## config.mk

```make
export PLATFORM = sky130hd
export DESIGN_NAME = reservation_station
export DESIGN_NICKNAME = d
export VERILOG_FILES = /design/src/rtl/reservation_station_pkg.sv /design/src/rtl/reservation_station_operand_capture.sv /design/src/rtl/reservation_station.sv
export SDC_FILE = /design/constraint.sdc
export NUM_CORES = 1
export LEC_CHECK = 0
export BUFFER_PORTS_ARGS = -buffer_cell sky130_fd_sc_hd__buf_2
export CAP_MARGIN = 20
export CORE_MARGIN = 4
export CORE_UTILIZATION = 38
export CTS_CLUSTER_SIZE = 10
export DETAILED_ROUTE_END_ITERATION = 12
export GPL_ROUTABILITY_DRIVEN = 0
export PLACE_DENSITY_LB_ADDON = 0.3
export SLEW_MARGIN = 25
export SYNTH_ARGS = -nofsm -noshare
export SYNTH_HDL_FRONTEND = slang
export SYNTH_SLANG_ARGS = --single-unit
```

## constraint.sdc

```tcl
create_clock -name clk -period 10.9 [get_ports clk]
set_clock_uncertainty 0.1 [all_clocks]
set_input_delay 0.545 -clock clk [delete_from_list [all_inputs] [get_ports clk]]
set_output_delay 0.545 -clock clk [all_outputs]
set_load 0.01 [all_outputs]
```

## src/rtl/reservation_station_pkg.sv

```systemverilog
// Shared OOPs core types for the reservation station: instruction entry, CDB
// broadcast, and the stored entry wrapper with its valid bit.
package reservation_station_pkg;

  localparam int RS_WIDTH         = 32;
  localparam int RS_TAG_WIDTH     = 4;
  localparam int RS_DEPTH_DEFAULT = 4;

  typedef enum logic [3:0] {
    OP_ADD     = 4'd0,
    OP_SUB     = 4'd1,
    OP_IMM_ADD = 4'd2,
    OP_AND     = 4'd3,
    OP_OR      = 4'd4,
    OP_XOR     = 4'd5,
    OP_SLL     = 4'd6,
    OP_SRL     = 4'd7
  } opcode_t;

  // CBx=1 means valx[RS_TAG_WIDTH-1:0] is a pending ROB tag, else valx is data.
  typedef struct packed {
    opcode_t                 opcode;
    logic [RS_TAG_WIDTH-1:0] ROB_dest;
    logic                    CB1;
    logic [RS_WIDTH-1:0]     val1;
    logic                    CB2;
    logic [RS_WIDTH-1:0]     val2;
  } instruction_element_t;

  typedef struct packed {
    logic                    vld;
    logic [RS_TAG_WIDTH-1:0] tag;
    logic [RS_WIDTH-1:0]     data;
  } cdb_t;

  typedef struct packed {
    logic                 valid;
    instruction_element_t instr;
  } rs_entry_t;

  function automatic logic entry_ready(input rs_entry_t e);
    return e.valid && !e.instr.CB1 && !e.instr.CB2;
  endfunction

endpackage

```

## src/rtl/reservation_station_operand_capture.sv

```systemverilog
// One operand's CDB snoop: when the operand waits on the broadcast tag, take
// the broadcast data and clear the pending flag.
module rs_operand_capture
  import reservation_station_pkg::*;
(
  input  logic                cb,
  input  logic [RS_WIDTH-1:0] val,
  input  cdb_t                cdb,
  output logic                cb_n,
  output logic [RS_WIDTH-1:0] val_n
);

  logic hit;

  assign hit   = cdb.vld && cb && (val[RS_TAG_WIDTH-1:0] == cdb.tag);
  assign cb_n  = cb && !hit;
  assign val_n = hit ? cdb.data : val;

endmodule

```

## src/rtl/reservation_station.sv

```systemverilog
// Collapsing-queue reservation station: oldest-ready select, CDB wakeup, flush.
// Define RS_CDB_BYPASS_EN to let a CDB hit make an entry issuable in the same cycle.
module reservation_station
  import reservation_station_pkg::*;
#(
  parameter int DEPTH     = RS_DEPTH_DEFAULT,
  parameter int WIDTH     = RS_WIDTH,
  parameter int TAG_WIDTH = RS_TAG_WIDTH
) (
  input  logic                 clk,
  input  logic                 rst,
  input  logic                 flush,
  input  logic                 vld_i,
  output logic                 rdy_i,
  input  instruction_element_t instruction_i,
  input  logic                 cdb_vld_i,
  input  logic [TAG_WIDTH-1:0] cdb_tag_i,
  input  logic [WIDTH-1:0]     cdb_data_i,
  output logic                 vld_o,
  input  logic                 rdy_o,
  output instruction_element_t instruction_o
);

  localparam int CW = $clog2(DEPTH + 1);
  typedef logic [CW-1:0] cnt_t;

  rs_entry_t [DEPTH-1:0]                ent_q, ent_n;
  rs_entry_t [DEPTH:0]                  woke;
  logic [DEPTH-1:0]                     cb1_w, cb2_w;
  logic [DEPTH-1:0][RS_WIDTH-1:0]       v1_w, v2_w;
  logic                                 a_cb1, a_cb2;
  logic [RS_WIDTH-1:0]                  a_v1, a_v2;
  instruction_element_t                 alloc_w;
  instruction_element_t [DEPTH:0]       cand;
  logic [DEPTH:0]                       rdy;
  cnt_t                                 count_q, count_n, sel_idx, wr_idx;
  logic                                 sel_found, alloc, fire, fire_in, shift, wr_en;
  cdb_t                                 cdb;

  assign cdb = '{vld: cdb_vld_i, tag: cdb_tag_i, data: cdb_data_i};

  for (genvar i = 0; i < DEPTH; i++) begin : g_lane
    rs_operand_capture u_op1 (
      .cb(ent_q[i].instr.CB1), .val(ent_q[i].instr.val1), .cdb(cdb),
      .cb_n(cb1_w[i]), .val_n(v1_w[i])
    );
    rs_operand_capture u_op2 (
      .cb(ent_q[i].instr.CB2), .val(ent_q[i].instr.val2), .cdb(cdb),
      .cb_n(cb2_w[i]), .val_n(v2_w[i])
    );
  end

  // The incoming entry snoops the same broadcast so it is never written stale.
  rs_operand_capture u_alloc_op1 (
    .cb(instruction_i.CB1), .val(instruction_i.val1), .cdb(cdb),
    .cb_n(a_cb1), .val_n(a_v1)
  );
  rs_operand_capture u_alloc_op2 (
    .cb(instruction_i.CB2), .val(instruction_i.val2), .cdb(cdb),
    .cb_n(a_cb2), .val_n(a_v2)
  );

  always_comb begin
    woke = '0;
    for (int i = 0; i < DEPTH; i++) begin
      woke[i]            = ent_q[i];
      woke[i].instr.CB1  = cb1_w[i];
      woke[i].instr.val1 = v1_w[i];
      woke[i].instr.CB2  = cb2_w[i];
      woke[i].instr.val2 = v2_w[i];
    end
    alloc_w      = instruction_i;
    alloc_w.CB1  = a_cb1;
    alloc_w.val1 = a_v1;
    alloc_w.CB2  = a_cb2;
    alloc_w.val2 = a_v2;
  end

  assign rdy_i = !rst && (count_q < cnt_t'(DEPTH));

  // Slot DEPTH stands for the entry being allocated; it is always the youngest.
  always_comb begin
    rdy  = '0;
    cand = '0;
    for (int i = 0; i < DEPTH; i++) begin
`ifdef RS_CDB_BYPASS_EN
      rdy[i]  = entry_ready(woke[i]);
      cand[i] = woke[i].instr;
`else
      rdy[i]  = entry_ready(ent_q[i]);
      cand[i] = ent_q[i].instr;
`endif
    end
`ifdef RS_CDB_BYPASS_EN
    rdy[DEPTH]  = vld_i && rdy_i && !a_cb1 && !a_cb2;
    cand[DEPTH] = alloc_w;
`else
    rdy[DEPTH]  = 1'b0;
    cand[DEPTH] = '0;
`endif
    sel_found = 1'b0;
    sel_idx   = '0;
    for (int i = 0; i <= DEPTH; i++) begin
      if (rdy[i] && !sel_found) begin
        sel_found = 1'b1;
        sel_idx   = cnt_t'(i);
      end
    end
  end

  always_comb begin
    instruction_o = '0;
    if (sel_found) begin
      instruction_o     = cand[sel_idx];
      instruction_o.CB1 = 1'b0;
      instruction_o.CB2 = 1'b0;
    end
    vld_o = sel_found && !flush && !rst;
  end

  always_comb begin
    alloc   = vld_i && rdy_i && !flush;
    fire    = vld_o && rdy_o;
    fire_in = fire && (sel_idx == cnt_t'(DEPTH));
    shift   = fire && !fire_in;
    wr_en   = alloc && !fire_in;
    wr_idx  = count_q - cnt_t'(shift);
    ent_n   = '0;
    for (int i = 0; i < DEPTH; i++) begin
      if (shift && (cnt_t'(i) >= sel_idx)) ent_n[i] = woke[i+1];
      else                                 ent_n[i] = woke[i];
      if (wr_en && (cnt_t'(i) == wr_idx))  ent_n[i] = '{valid: 1'b1, instr: alloc_w};
      if (flush)                           ent_n[i] = '0;
    end
    if (flush) count_n = '0;
    else       count_n = count_q + cnt_t'(wr_en) - cnt_t'(shift);
  end

  always_ff @(posedge clk or posedge rst) begin
    if (rst) begin
      ent_q   <= '0;
      count_q <= '0;
    end else begin
      ent_q   <= ent_n;
      count_q <= count_n;
    end
  end

endmodule

```

After elaboration in Yosys (flattened, before gate mapping):

Cells that the tools add are included.

* register bits: 303
* bits of input ports: 116

* mux-type cells: 33
* reduce and logical (&&, ||, !) cells: 89
* add/sub/neg operators: 3
* eq/ne operators: 14
* $lt $le $gt $ge: 6

Operator list (count)
* 75-bit 2-to-1 mux: 12
* 32-bit 2-to-1 mux: 10
* 74-bit binary-select mux with 3-bit select: 1
* 74-bit 2-to-1 mux: 2
* 1-bit logical AND: 58
* 4-bit == test: 10
* 1-bit logical NOT: 24
* 3-bit nonzero test: 4
* 3-bit 2-to-1 mux: 3
* 4-bit nonzero test: 2
* 2-bit by 3-bit == test with 1-bit output, first input constant: 2
* 1-bit by 3-bit >= comparator with 1-bit output, first input constant: 2
* 2-bit by 3-bit >= comparator with 1-bit output, first input constant: 2
* 3-bit by 1-bit subtractor with 3-bit output: 2
* 1-bit 2-to-1 mux: 5
* 3-bit by 4-bit < comparator with 1-bit output, second input constant: 1
* 3-bit by 1-bit adder with 3-bit output: 1
* 1-bit by 3-bit == test with 1-bit output, first input constant: 1
* 3-bit == test, second input constant: 1
* 3-bit logical NOT: 1
* 3-bit < comparator, second input constant: 1

Longest topological paths before layout:

Gate-level depths: netlist of run 1.

* depth after elaboration: 24
* mapped depth: 14
* depth with buffers taken out: 11

Modules after synthesis:

From an unflattened synthesis of run 1, not the netlist that was laid out.

* cells, all modules: 2305
* area, all modules: 22351.4 µm²

By module, submodules not included
* reservation_station: area an instance 16458.3 µm², sequential area each 7582.3 µm², cells each 1835, times used 1
* rs_operand_capture: area an instance 589.3 µm², sequential area each 0.0 µm², cells each 47, times used 10

Least setup slack after synthesis of run 1:

OpenSTA, ideal clock, no wires.

* kind: input -> register
* from: input port rst
* to: register ent_q, in the netlist cand[0]
* library setup time: 0.127 ns
* slack: 2.295 ns
* stages on the path: 7
* data required time: 10.673 ns
* arrival: 8.378 ns
* cell sequence: inv_1 -> and3_1 -> and3b_1 -> clkbuf_1 -> buf_2 -> a22oi_1 -> o21ai_1

* longest elaborated chain between the ends: 11
* elaborated cells on any way between the ends: 18
* those cells by class: add/sub (1); mux (3); reduce/logical (14)

RTL lines
* start: declaration: line reservation_station.sv:11 `input logic rst,`
* 1-bit logical NOT (no source line) *
* 1-bit logical AND: line reservation_station.sv:118 `vld_o = sel_found && !flush && !rst;`
* 1-bit logical AND: line reservation_station.sv:123 `fire = vld_o && rdy_o;`
* 1-bit logical AND: line reservation_station.sv:124 `fire_in = fire && (sel_idx == cnt_t'(DEPTH));`
* 1-bit logical NOT: line reservation_station.sv:125, reservation_station.sv:126
* 1-bit logical AND: line reservation_station.sv:125 `shift = fire && !fire_in;`
* 3-bit by 1-bit subtractor with 3-bit output: line reservation_station.sv:127 `wr_idx = count_q - cnt_t'(shift);`
* 3-bit logical NOT: line reservation_station.sv:132 `if (wr_en && (cnt_t'(i) == wr_idx)) ent_n[i] = '{valid: 1'b1, instr: alloc_w};`
* 1-bit logical AND: line reservation_station.sv:132
* 75-bit 2-to-1 mux: line reservation_station.sv:132
* 75-bit 2-to-1 mux: line reservation_station.sv:133 `if (flush) ent_n[i] = '0;`
* end signal: assignment: line reservation_station.sv:144 `ent_q <= ent_n;`
* end: declaration: line reservation_station.sv:27 `rs_entry_t [DEPTH-1:0] ent_q, ent_n;`

Mark *: on every way between the ends. The rest lies on a longest branch, timed or not. The select of a mux whose other input is x is not followed.
A chain may end at the register's enable or synchronous reset.

==> results.yml, run 1 <==
outcome:
  status: "completed"
power_and_ir_drop:
  pwr-share-seq_pct: 41.9
  internal-power_mw: 2.09
  p_comb_share_pct: 17.0
  p_leak_nw: 9.36
  switching_share_pct: 30.3
  ir_drop_v: 0.0000910
  power_frac_clock_pct: 41.0
  power_switching_uw: 909
  power-per-cell-area_nw_per_um2: 137
floorplanning:
  dieHeight_um: 234
  num_rows: 82
  core_um2: 50300
  io_pins: 192
  die_w_um: 234
  initial_core_util_pct: 38.5
  fp.dieArea_um2: 54700
placement:
  place_inst: 2713
  dpl.hpwl_mm: 48.3
  portBuffers: 189
logic_synthesis:
  synth_adder_area_share_pct: 0.362
  seq_area_frac_synth_pct: 39.1
  synthSimpleGateAreaFrac_pct: 10.1
  synth_edf_count: 0
  synth_compound_area_share_pct: 27.0
  netlist_area_um2: 19400
  synth_top_family_by_area: "compound AO/OA/AOI/OAI gates"
  ys_ff_latch: 303
  yosysMostFrequentCell: "dfrtp_1"
  yosysUniqueCellTypes: 71
  yosysTopAreaCell: "dfrtp_1"
  yosysTopAreaCellShare_pct: 39.1
  synth_common_cells: "dfrtp_1 (303), mux2i_1 (295), nor2_1 (177)"
  async_flop_share_pct: 100
  yosys_warnings: 0
  ys_top_cells_by_area: "dfrtp_1 (39%), mux2i_1 (15%), o22ai_1 (5.0%)"
  synthMuxAreaShare_pct: 16.0
  ys.flop_type: "dfrtp_1"
  synthXorXnorAreaFrac_pct: 1.90
  synth_cells: 2024
  avgSynthCellArea_um2: 9.57
min_path:
  hold_path_class: "in2async"
global_route:
  grt_overflow_total: 0
  grt_max_degree: 172
  grt_usage_pct: 27.7
  antenna_found_initial: 5
  grt_pass1_vias: 18700
  grt_pass1_wl_mm: 117
timing:
  slew_violations: 0
  fin_crit_ns: 4.96
  fin_tns_setup_ns: 0
  finalCritPeriodShare_pct: 45.5
  max_slew_margin_pct: 26.2
  setup_viol: 0
  final_hold_viol_count: 0
  max_freq_mhz: 202
  rsz0062_at_grt: "false"
  worstMarginPinSlew_ns: 1.11
clocking:
  cts_root_buf: "clkbuf_16"
  clk_latency_ns: 0.56
  cts_max_path_buffers: 3
  cts_buffers: 39
  htreeDepth: 2
  numClockSinks: 303
  ctsResizeCount: 0
  post-cts-setup-buffers: 0
  path_clk_slew_ns: 0.06
  tritoncts: "yes"
  hold_buffers: 0
setup_path:
  startpoint_type: "flop"
  required_ns: 10.26
  path_max_fanout: 43
  critPathCaptureType: "output pin"
  critical_path_arrival_ns: 4.31
  crit_type: "reg2out"
routing:
  wl_mm: 78.3
  drt_iter0_markers: 1946
  vias: 18500
  wire_per_inst_um: 28.2
  first_pass_iters: 5
  viasPerCell: 6.67
  drc_errors: 0
  ant_nets: 0
cells_and_area:
  finalNonFillerCells: 2773
  drive_above_1_share_pct: 18.7
  syn_to_final_growth_pct: 12.8
  final_nets: 2204
run:
  cap_violations: 0
## worst paths after layout
kind	depth (start not counted)	endpoint	slack, ns	start
worst max-delay path	8	instruction_o[1]	5.94	cand[106]$_DFF_PP0_
worst min-delay path	2	cand[70]$_DFFE_PP0P_	0.05	rst
worst max register to register	12	cand[1]$_DFFE_PP0P_	6.46	cand[65]$_DFF_PP0_
worst min register to register	2	cand[4]$_DFFE_PP0P_	0.39	cand[4]$_DFFE_PP0P_
max in group asynchronous	4	cand[51]$_DFFE_PP0P_	9.19	rst
min in group clk	2	cand[193]$_DFF_PP0_	0.15	instruction_i[45]
## logic make-up (layout without fill, tap and decap cells)
logic type,count (synthesis),count (layout)
and+or+nand+nor,427,427
buffers and inverters,236,311
other,1,3
xor gates and xnor gates,42,42
AOI/OAI and AO/OA,702,702
adders and majority gates,5,5
muxes,308,308
DFF,303,303
## state kept, by name (all words and copies together) (netlist names)
signal   count
cand       296
ent_q        4
count_q      3
## cell type report
cell class / instances / area [um^2]
Inverter: 20 / 87.6
Multi-Input combinational cell: 1486 / 10900
Antenna cell: 1 / 2.50
Tap cell: 672 / 841
Fill cell: 4837 / 28400
Timing Repair Buffer: 233 / 1320
Sequential cell: 303 / 7580
Clock buffer: 54 / 1100
Clock inverter: 4 / 52.6
## power groups by stage
stage / clock, mW / sequential (mW) / combinational (mW)
after detailed placement: 0 / 1.27 / 0.498
after global placement: 0 / 1.27 / 0.487
after global routing: 1.29 / 1.27 / 0.545
final: 1.23 / 1.26 / 0.511
after CTS: 1.24 / 1.26 / 0.500
after floorplan: 0 / 1.26 / 0.331
## critical path, cell delays in order, from the launching register on
cell and delay [ns]:
dfrtp_1 0.42, nor3b_1 0.59, a21oi_1 0.16, nor2_4 0.18, buf_4 0.66, buf_4 0.81
mux2i_1 0.17, o22ai_1 0.44, buf_2 0.23
## per-layer routing
| layer | part of all wire (%) | vias up | global-route usage (%) |
|---|---|---|---|
| li1 | - | 7884 | - |
| met1 | 40 | 9285 | 36.8 |
| met2 | 45 | 1107 | 42.9 |
| met3 | 11 | 214 | 7.00 |
| met4 | 3.9 | 6 | 11.9 |
| met5 | 0.052 | - | 0 |
## per-stage QoR
step           worst slack (ns)  utilization [%]  area (um^2)  power, mW  hold slack [ns]
6_report                   5.94             43.5        21900       3.00           0.0489
5_1_grt                    5.84             43.5        21900       3.10            0.102
4_1_cts                    6.08             43.4        21800       3.00            0.129
3_5_place_dp               6.10             41.1        20700       1.77            0.373
3_3_place_gp               5.42             41.0        20600       1.76            0.369
2_1_floorplan              1.87                -        19400       1.59            0.357
## placed cells by master, fill, tap and decap left out, types with 8 or more instances in the layout
master	instances
a211oi_1	53
a21oi_1	31
a221o_1	21
a221oi_1	15
a22o_1	8
a22oi_1	72
a2bb2oi_1	12
a311oi_1	11
buf_2	188
buf_4	40
clkbuf_1	8
clkbuf_16	39
dfrtp_1	303
inv_1	17
mux2_2	13
mux2i_1	295
nand2_1	106
nand3_1	14
nor2_1	172
nor2_2	24
nor2b_1	29
nor3_1	34
o211ai_1	43
o21ai_0	63
o21ai_1	29
o221ai_1	50
o221ai_2	20
o22a_1	33
o22ai_1	154
o311ai_0	9
o31ai_1	23
o32ai_1	21
xnor2_1	25
xor2_1	17
Note: power is estimated with default switching activity, not from simulation.
==> inputs of run 2 (changes only) <==
==> constraint.sdc (replaced) <==
create_clock -name clk -period 5 [get_ports clk]
set_clock_uncertainty 0.1 [all_clocks]
set_input_delay 0.25 -clock clk [delete_from_list [all_inputs] [get_ports clk]]
set_output_delay 0.25 -clock clk [all_outputs]
set_load 0.01 [all_outputs]
==> run 2 against run 1 <==
  * Critical path depth increased by 5
  * Die area unchanged
  * Total power up 120%
  * Register-to-register slack lost 5.8 ns
  * Non-clock buffer count grew 86
  * Setup slack worse by 5.3 ns
  * Clock power rose by 110%
  * First-iteration DRC count up 1.9%
  * Combinational power rose by 130%
  * Hold slack worse by 0.038 ns
==> results.yml, run 2 (synthesis gave the netlist of run 1 again) <==
setup_path:
  crit_cells: 13
  max_stage_delay_ns: 0.68
  worstPathCellList: "or3b_2, nand2_1, o21a_1, ha_1, ha_1, or4_2, nand2b_1, buf_4, nor2_2, buf_4, o211ai_1, o211ai_1, dlygate4sd3_1"
  critical_path_arrival_ns: 4.68
  path_max_fanout: 24
  rr_worst_depth: 13
  crit_slowest_cell: "or4_2"
  cp_top_family: "simple AND/OR/NAND/NOR gates"
  startpoint_type: "flop"
  required_ns: 5.35
  critPathCaptureType: "flop"
  worst-path-buf-inv: 3
  crit_type: "reg2reg"
clocking:
  hold_buffers: 68
  clk_latency_ns: 0.57
  tritoncts: "yes"
  path_clk_slew_ns: 0.06
  numClockSinks: 303
  htreeDepth: 2
  cts_max_path_buffers: 3
  post-cts-setup-buffers: 0
  ctsResizeCount: 0
  cts_root_buf: "clkbuf_16"
  cts_buffers: 38
cells_and_area:
  drive_above_1_share_pct: 18.3
  diodes: 0
  multiInputGateArea_um2: 10800
  syn_to_final_growth_pct: 16.7
  largest_reg_flops: 296
  fill_cells: 4840
  final_util_pct: 45.0
  regArea_um2: 7580
  layout_commonest_cell: "dfrtp_1"
  final_nets: 2289
  final_cell_mix: "dfrtp_1 (303), mux2i_1 (295), buf_2 (188)"
timing:
  hold_ws_ns: 0.0106
  final_hold_viol_count: 0
  fin_crit_ns: 4.33
  slew_violations: 0
  max_slew_margin_pct: 28.9
  finalCritPeriodShare_pct: 86.6
  rsz0062_at_grt: "false"
  max_freq_mhz: 231
  worstMarginPinSlew_ns: 1.06
  setup_viol: 0
  fin_tns_setup_ns: 0
routing:
  met1Wirelength_mm: 32.3
  viasPerCell: 6.58
  wire_per_inst_um: 27.5
  wl_met3_mm: 7.56
  wl_met2_mm: 35.3
  first_pass_iters: 5
  drc_errors: 0
  top_layer: "met5"
  vias: 18800
  drt_iter0_markers: 1983
  ant_nets: 0
  wl_mm: 78.5
placement:
  portBuffers: 189
  dpl.hpwl_mm: 48.5
power_and_ir_drop:
  power_switching_mw: 2.01
  power-per-cell-area_nw_per_um2: 289
  p_leak_nw: 9.71
  internal-power_mw: 4.53
  power_frac_clock_pct: 40.1
  ir_drop_v: 0.000188
  pwr-share-seq_pct: 41.9
  p_comb_share_pct: 17.9
  switching_share_pct: 30.7
floorplanning:
  die_w_um: 234
  num_rows: 82
  dieHeight_um: 234
  io_pins: 192
  core_um2: 50300
  initial_core_util_pct: 38.5
  fp.dieArea_um2: 54700
global_route:
  antenna_found_initial: 1
  grt_pass1_vias: 19000
  grt_overflow_total: 0
  grt_usage_pct: 27.8
  grt_pass1_wl_mm: 117
  grt_max_degree: 172
run:
  cap_violations: 0
outcome:
  status: "completed"
min_path:
  hold_depth: 3
  hold_path_class: "in2reg"
[run 2: stage by stage]
step,worst slack (ns),area [um^2],std cells,power (mW)
after detailed placement,1.05,20800,2731,3.87
after floorplan,-1.28,19400,2025,3.46
after global placement,1.12,20800,2731,3.84
after CTS,0.709,22600,2854,6.54
final,0.670,22600,2855,6.54
after global routing,0.446,22600,2855,6.74
[run 2: worst min-delay path, cell delays in order]
cell,delay [ns]
buf_2,0.18
o211ai_1,0.11
o211ai_1,0.09
[run 2: worst paths after layout]
kind                                           from              endpoint  slack [ns]
worst max-delay path             cand[65]$_DFF_PP0_   cand[174]$_DFF_PP0_        0.67
worst min-delay path                 cdb_data_i[25]   cand[173]$_DFF_PP0_        0.01
worst max register to register   cand[65]$_DFF_PP0_   cand[174]$_DFF_PP0_        0.67
worst min register to register  cand[6]$_DFFE_PP0P_   cand[6]$_DFFE_PP0P_        0.39
max in group asynchronous                       rst   cand[176]$_DFF_PP0_        2.95
min in group asynchronous                       rst  count_q[1]$_DFF_PP0_        0.35
[run 2: routing by layer]
metal,vias to the layer above,GRT usage (%)
li1,8056,-
met1,9361,37.9
met2,1102,42.6
met3,268,5.58
met4,2,12.9
met5,-,0
[run 2: area by class of cell]
class,instances,area share [%]
Inverter,20,0.349
Multi-Input combinational cell,1486,47.9
Tap cell,672,3.72
Clock buffer,49,4.57
Clock inverter,6,0.354
Timing Repair Buffer,319,9.52
Sequential cell,303,33.5
[run 2: power groups by stage]
stage / Sequential (mW) / Combinational, mW / Clock, mW
floorplan: 2.74 / 0.723 / 0
global placement: 2.77 / 1.07 / 0
detailed placement: 2.78 / 1.10 / 0
CTS: 2.74 / 1.15 / 2.65
global route: 2.76 / 1.25 / 2.73
finish: 2.74 / 1.17 / 2.62
